--- src/rtl/alu_issue_seq.sv ---
// Issue sequencer for the ALU combinational core: decodes the opcode, runs one or
// two core passes (carry chained low->high for wide ops) and holds the result.
module alu_issue_seq #(
    parameter int DATA_WIDTH = 16,
    parameter int TAG_WIDTH  = 4
) (
    input  logic                    clk,
    input  logic                    reset,
    input  logic                    in_valid,
    output logic                    in_ready,
    input  logic [3:0]              in_op,
    input  logic                    in_wide,
    input  logic [2*DATA_WIDTH-1:0] in_a,
    input  logic [2*DATA_WIDTH-1:0] in_b,
    input  logic                    in_cin,
    input  logic [TAG_WIDTH-1:0]    in_tag,
    output logic [DATA_WIDTH-1:0]   alu_a,
    output logic [DATA_WIDTH-1:0]   alu_b,
    output logic [7:0]              alu_ctrl,
    output logic                    alu_cin,
    output logic                    alu_out_en,
    input  logic [DATA_WIDTH-1:0]   alu_out,
    input  logic                    alu_cout,
    output logic                    out_valid,
    input  logic                    out_ready,
    output logic [2*DATA_WIDTH-1:0] out_result,
    output logic                    out_cout,
    output logic [TAG_WIDTH-1:0]    out_tag,
    output logic                    out_illegal
);
    localparam int DW = DATA_WIDTH;

    typedef enum logic [1:0] {S_IDLE, S_LO, S_HI, S_DONE} state_t;

    state_t              r_state;
    logic                r_wide;
    logic                r_is_arith;
    logic [DW-1:0]       r_a_hi;
    logic [DW-1:0]       r_b_hi;
    logic                r_carry;
    logic [TAG_WIDTH-1:0] r_tag;
    logic [2*DW-1:0]     r_result;
    logic                r_illegal;
    logic                r_out_valid;
    logic [DW-1:0]       r_alu_a;
    logic [DW-1:0]       r_alu_b;
    logic [7:0]          r_alu_ctrl;
    logic                r_alu_cin;
    logic                r_alu_en;

    logic [7:0]          w_ctrl;
    logic                w_legal;
    logic                w_is_arith;

    always_comb begin
        w_ctrl = 8'h00;
        case (in_op)
            4'd0:    w_ctrl = 8'h2C;
            4'd1:    w_ctrl = 8'hAC;
            4'd2:    w_ctrl = 8'h22;
            4'd3:    w_ctrl = 8'h32;
            4'd4:    w_ctrl = 8'h04;
            4'd5:    w_ctrl = 8'h44;
            4'd6:    w_ctrl = 8'h23;
            4'd7:    w_ctrl = 8'h33;
            4'd8:    w_ctrl = 8'h05;
            default: w_ctrl = 8'h00;
        endcase
    end

    // Wide SUB has no defined borrow chaining through the core, so it is rejected.
    assign w_legal    = (in_op <= 4'd8) && !(in_op == 4'd1 && in_wide);
    assign w_is_arith = (in_op <= 4'd1);

    always_ff @(posedge clk) begin
        if (reset) begin
            r_state     <= S_IDLE;
            r_wide      <= 1'b0;
            r_is_arith  <= 1'b0;
            r_a_hi      <= '0;
            r_b_hi      <= '0;
            r_carry     <= 1'b0;
            r_tag       <= '0;
            r_result    <= '0;
            r_illegal   <= 1'b0;
            r_out_valid <= 1'b0;
            r_alu_a     <= '0;
            r_alu_b     <= '0;
            r_alu_ctrl  <= 8'h00;
            r_alu_cin   <= 1'b0;
            r_alu_en    <= 1'b0;
        end else begin
            case (r_state)
                S_IDLE: begin
                    if (in_valid) begin
                        r_tag      <= in_tag;
                        r_result   <= '0;
                        r_carry    <= 1'b0;
                        r_wide     <= in_wide;
                        r_is_arith <= w_is_arith && w_legal;
                        r_a_hi     <= in_a[2*DW-1:DW];
                        r_b_hi     <= in_b[2*DW-1:DW];
                        if (!w_legal) begin
                            r_illegal   <= 1'b1;
                            r_out_valid <= 1'b1;
                            r_state     <= S_DONE;
                        end else begin
                            r_illegal  <= 1'b0;
                            r_alu_a    <= in_a[DW-1:0];
                            r_alu_b    <= in_b[DW-1:0];
                            r_alu_ctrl <= w_ctrl;
                            r_alu_cin  <= w_is_arith & in_cin;
                            r_alu_en   <= 1'b1;
                            r_state    <= S_LO;
                        end
                    end
                end
                S_LO: begin
                    r_result[DW-1:0] <= alu_out;
                    r_carry          <= alu_cout;
                    if (r_wide) begin
                        // Only ADD reaches HI as an arithmetic op; chain its carry.
                        r_alu_a   <= r_a_hi;
                        r_alu_b   <= r_b_hi;
                        r_alu_cin <= r_is_arith & alu_cout;
                        r_state   <= S_HI;
                    end else begin
                        r_alu_a     <= '0;
                        r_alu_b     <= '0;
                        r_alu_ctrl  <= 8'h00;
                        r_alu_cin   <= 1'b0;
                        r_alu_en    <= 1'b0;
                        r_out_valid <= 1'b1;
                        r_state     <= S_DONE;
                    end
                end
                S_HI: begin
                    r_result[2*DW-1:DW] <= alu_out;
                    r_carry             <= alu_cout;
                    r_alu_a             <= '0;
                    r_alu_b             <= '0;
                    r_alu_ctrl          <= 8'h00;
                    r_alu_cin           <= 1'b0;
                    r_alu_en            <= 1'b0;
                    r_out_valid         <= 1'b1;
                    r_state             <= S_DONE;
                end
                S_DONE: begin
                    if (out_ready) begin
                        r_out_valid <= 1'b0;
                        r_state     <= S_IDLE;
                    end
                end
                default: r_state <= S_IDLE;
            endcase
        end
    end

    assign in_ready    = (r_state == S_IDLE);
    assign alu_a       = r_alu_a;
    assign alu_b       = r_alu_b;
    assign alu_ctrl    = r_alu_ctrl;
    assign alu_cin     = r_alu_cin;
    assign alu_out_en  = r_alu_en;
    assign out_valid   = r_out_valid;
    assign out_result  = r_result;
    // The core's carry is meaningless for logic ops, so it is masked here.
    assign out_cout    = r_carry & r_is_arith;
    assign out_tag     = r_tag;
    assign out_illegal = r_illegal;
endmodule

--- config.mk ---
export PLATFORM = sky130hd
export DESIGN_NAME = alu_issue_seq
export DESIGN_NICKNAME = d
export VERILOG_FILES = /design/src/rtl/alu_issue_seq.sv
export SDC_FILE = /design/constraint.sdc
export NUM_CORES = 1
export LEC_CHECK = 0
export CAP_MARGIN = 20
export CORE_MARGIN = 1.5
export CORE_UTILIZATION = 44
export DETAILED_ROUTE_END_ITERATION = 10
export PLACE_DENSITY = 0.75
export SLEW_MARGIN = 25
export SYNTH_ARGS = -nofsm -noshare
export SYNTH_HDL_FRONTEND = slang
export SYNTH_SLANG_ARGS = --single-unit
--- constraint.sdc ---
create_clock -name clk -period 2.5 [get_ports clk]
set_clock_uncertainty 0.2 [all_clocks]
set_input_delay 0.625 -clock clk [delete_from_list [all_inputs] [get_ports clk]]
set_output_delay 0.625 -clock clk [all_outputs]
set_load 0.02 [all_outputs]
==> metrics.md <==
| Metric | Value |
|---|---|
| CTS tree | `built` |
| Flops & latches, synth | `117` |
| Final setup fails | `0` |
| Layout net count | `837` |
| Top cells by area, synth | `dfxtp_1 (49%), a21oi_1 (8.1%), nand2_1 (6.6%)` |
| Routed WL | `14,700 um` |
| GRT Total Usage | `0.256` |
| Share of cells above drive strength 1 | `0.0854` |
| Final period utilization | `0.951` |
| Peak supply drop | `0.641 mV` |
| Synthesized area per cell | `8.45 um2` |
| CP max stage delay | `0.34 ns` |
| Slew Viols, Final | `0` |
| Design Area, Final | `7380 um2` |
| I/O pins | `177` |
| Clk sinks | `117` |
| Post-synth top flop | `dfxtp_1` |
| Worst-path fanout max | `5` |
| Register area share after synthesis | `0.487` |
| Tmin final | `2.38 ns` |
| Die Footprint | `11,600 um2` |
| Max-slew headroom | `0.569` |
| Die Y | `108 um` |
| Synth area leader | `dfxtp_1` |
| Post-synth cell types | `38` |
| Largest net degree at the start of global routing | `63` |
| # rows | `37` |
| Crit path cell chain | `inv_1 > ha_2 > dlygate4sd2_1` |
| Met2 WL | `7020 um` |
| CP endpoint kind | `output port` |
| DP HPWL | `9690 um` |
| Worst min path class | `reg2reg` |
| Initial antenna violation count | `0` |
| Worst Path Buf+Inv | `2` |
| MaxCap Viol Count | `0` |
| Via density per instance | `5.58` |
| Worst-Skew Late Latency | `0.52 ns` |
| H-Tree Depth | `4` |
| Syn Std Cell Area | `4810 um2` |
| Worst Setup Slack, final | `0.121 ns` |
| CTS Buf Count | `17` |
| Highest metal used | `met4` |
| Core area | `10,500 um2` |
| Initial core utilization | `0.459` |
| GPL Wtd Cong | `0.840` |
| Worst Max-Slew Pin Slew | `0.647 ns` |
| WL/cell | `16.7 um` |
| CTS clk-pin slew, worst paths | `0.05 ns` |
| PortBufs | `176` |
| Area delta synth->final | `53.6%` |
| Vias after detailed routing | `4,942` |
| Vias in the first global route | `4,771` |
| Final Hold Viols | `0` |
| Lkg Pwr | `0.00270 uW` |
| Fmax | `420 MHz` |
| Metal1 wirelength | `6190 um` |
| DP Worst Slack | `-0.211 ns` |
| Synth Net Count | `670` |
| N_diodes | `0` |
| Syn. warnings | `0` |
| # placed instances | `853` |
| Arr. time, crit path | `1.55 ns` |
| Root buf cell | `clkbuf_8` |
| DRC | `0` |
| Synth cell count leaders | `dfxtp_1 (117), nand2_1 (85), a21oi_1 (78)` |
| Synth top area share | `0.487` |
| Clock Path Buffers | `2` |
| Cells after Synth | `569` |
| Asr flop ratio synth | `0` |
| Critical path's top delay family | `buffers and inverters` |
| Area post-placement | `6790 um2` |
| Non-Filler Instances | `885` |
| Unrepaired setup endpoints after global routing | `no` |
| Crit-path slowest cell | `dfxtp_1` |
| Wire length on met3 | `1400 um` |
| ANT nets after route | `0` |
| Total grt overflow | `0` |
| Cell with the most instances after synthesis | `dfxtp_1` |
| Setup CP Type | `reg2out` |
| Iteration count of the initial detailed-routing pass | `5` |
| DIE WIDTH | `108 um` |
| WP data required | `1.67 ns` |
| Drt initial violations | `398` |
| Pwr dens | `1250 nW/um2` |
| Hold Slack | `0.253 ns` |
| Critical Path Start Type | `flip-flop` |
| Number of flops mapped to enable cells by yosys | `0` |
| Outcome | `finished, final reports clean` |
| # Post-CTS Setup Buffers | `0` |
| First-pass GRT wire length | `23,300 um` |
per-layer routing:
metal / track usage / up-vias
met5: 0 / -
met4: 0.0742 / 0
met3: 0.0950 / 9
met2: 0.417 / 209
met1: 0.318 / 2343
li1: - / 2381
worst register-to-register path, cell delays in order, from the launching register on:
cell and delay (ns):
dfxtp_1 0.42, inv_1 0.11, ha_2 0.62, buf_12 0.31, nand4_1 0.18, a311oi_1 0.30
final cells by class:
class	count	area, um2
repair buffers	204	2030
fillers	834	3080
clock inverters	11	149
well taps	136	170
flip-flops and latches	117	2340
multi-input cells	389	2210
clock buffers	21	449
inverters	7	26.3
power by group:
group          switching [uW]  internal (uW)  leakage (uW)
Clock                     847           1570      0.000285
Sequential                320           2410      0.000959
Combinational            2330           1720       0.00146
Total                    3500           5700       0.00270
worst paths after layout:
path	depth (start not counted)	start	slack, ns	to
min reg2reg	2	r_a_hi[14]	0.25	r_a_hi[14]
max	3	r_state[0]	0.12	in_ready
min	2	r_a_hi[14]	0.25	r_a_hi[14]
max reg2reg	5	r_state[1]	0.26	alu_cin
metrics by stage:
| stage | power (uW) | TNS (ns) | utilization |
|---|---|---|---|
| finish | 9200 | 0 | 0.706 |
| global route | 9690 | 0 | 0.706 |
| global placement | 6660 | -4.09 | 0.649 |
| floorplan | 5020 | 0 | - |
| detailed placement | 6770 | -6.22 | 0.649 |
| CTS | 9220 | 0 | 0.706 |
cells in the final DEF, fill, tap and decap left out, types with 6 or more instances in the layout:
cell	n
clkdlybuf4s50_1	173
a32oi_1	33
inv_1	6
nor2b_1	37
clkbuf_16	16
buf_4	24
nand2_1	85
o21ai_0	15
a21oi_1	78
nor2_1	37
a211oi_1	34
dfxtp_1	117
a31oi_1	32
state kept, by name, indices dropped and copies added, names as in the netlist:
name / flops
alu_ctrl: 8
out_illegal: 1
r_state: 2
alu_out_en: 1
out_result: 32
r_wide: 1
alu_a: 16
r_a_hi: 16
alu_b: 16
alu_cin: 1
r_b_hi: 16
out_tag: 4
out_valid: 1
r_carry: 1
r_is_arith: 1
timing repair:
action | 4_1_cts | 5_1_grt
setup endpoints to repair | 1 | 1
hold buffers | 0 | 0
endpoints found under the hold margin | 0 | 0
resized for setup | 1 | 1
cells by family (layout without fill, tap and decap cells):
group | count (synthesis) | in the layout | synth area share
AND/OR/NAND/NOR | 177 | 177 | 0.168
AO/OA/AOI/OAI | 204 | 204 | 0.272
flip-flops | 117 | 117 | 0.487
adder cells (fa/ha/maj) | 6 | 6 | 0.0156
buffers and inverters | 63 | 243 | 0.0526
multiplexers | 2 | 2 | 0.00442
No activity file was read; power rests on OpenSTA's default activity.
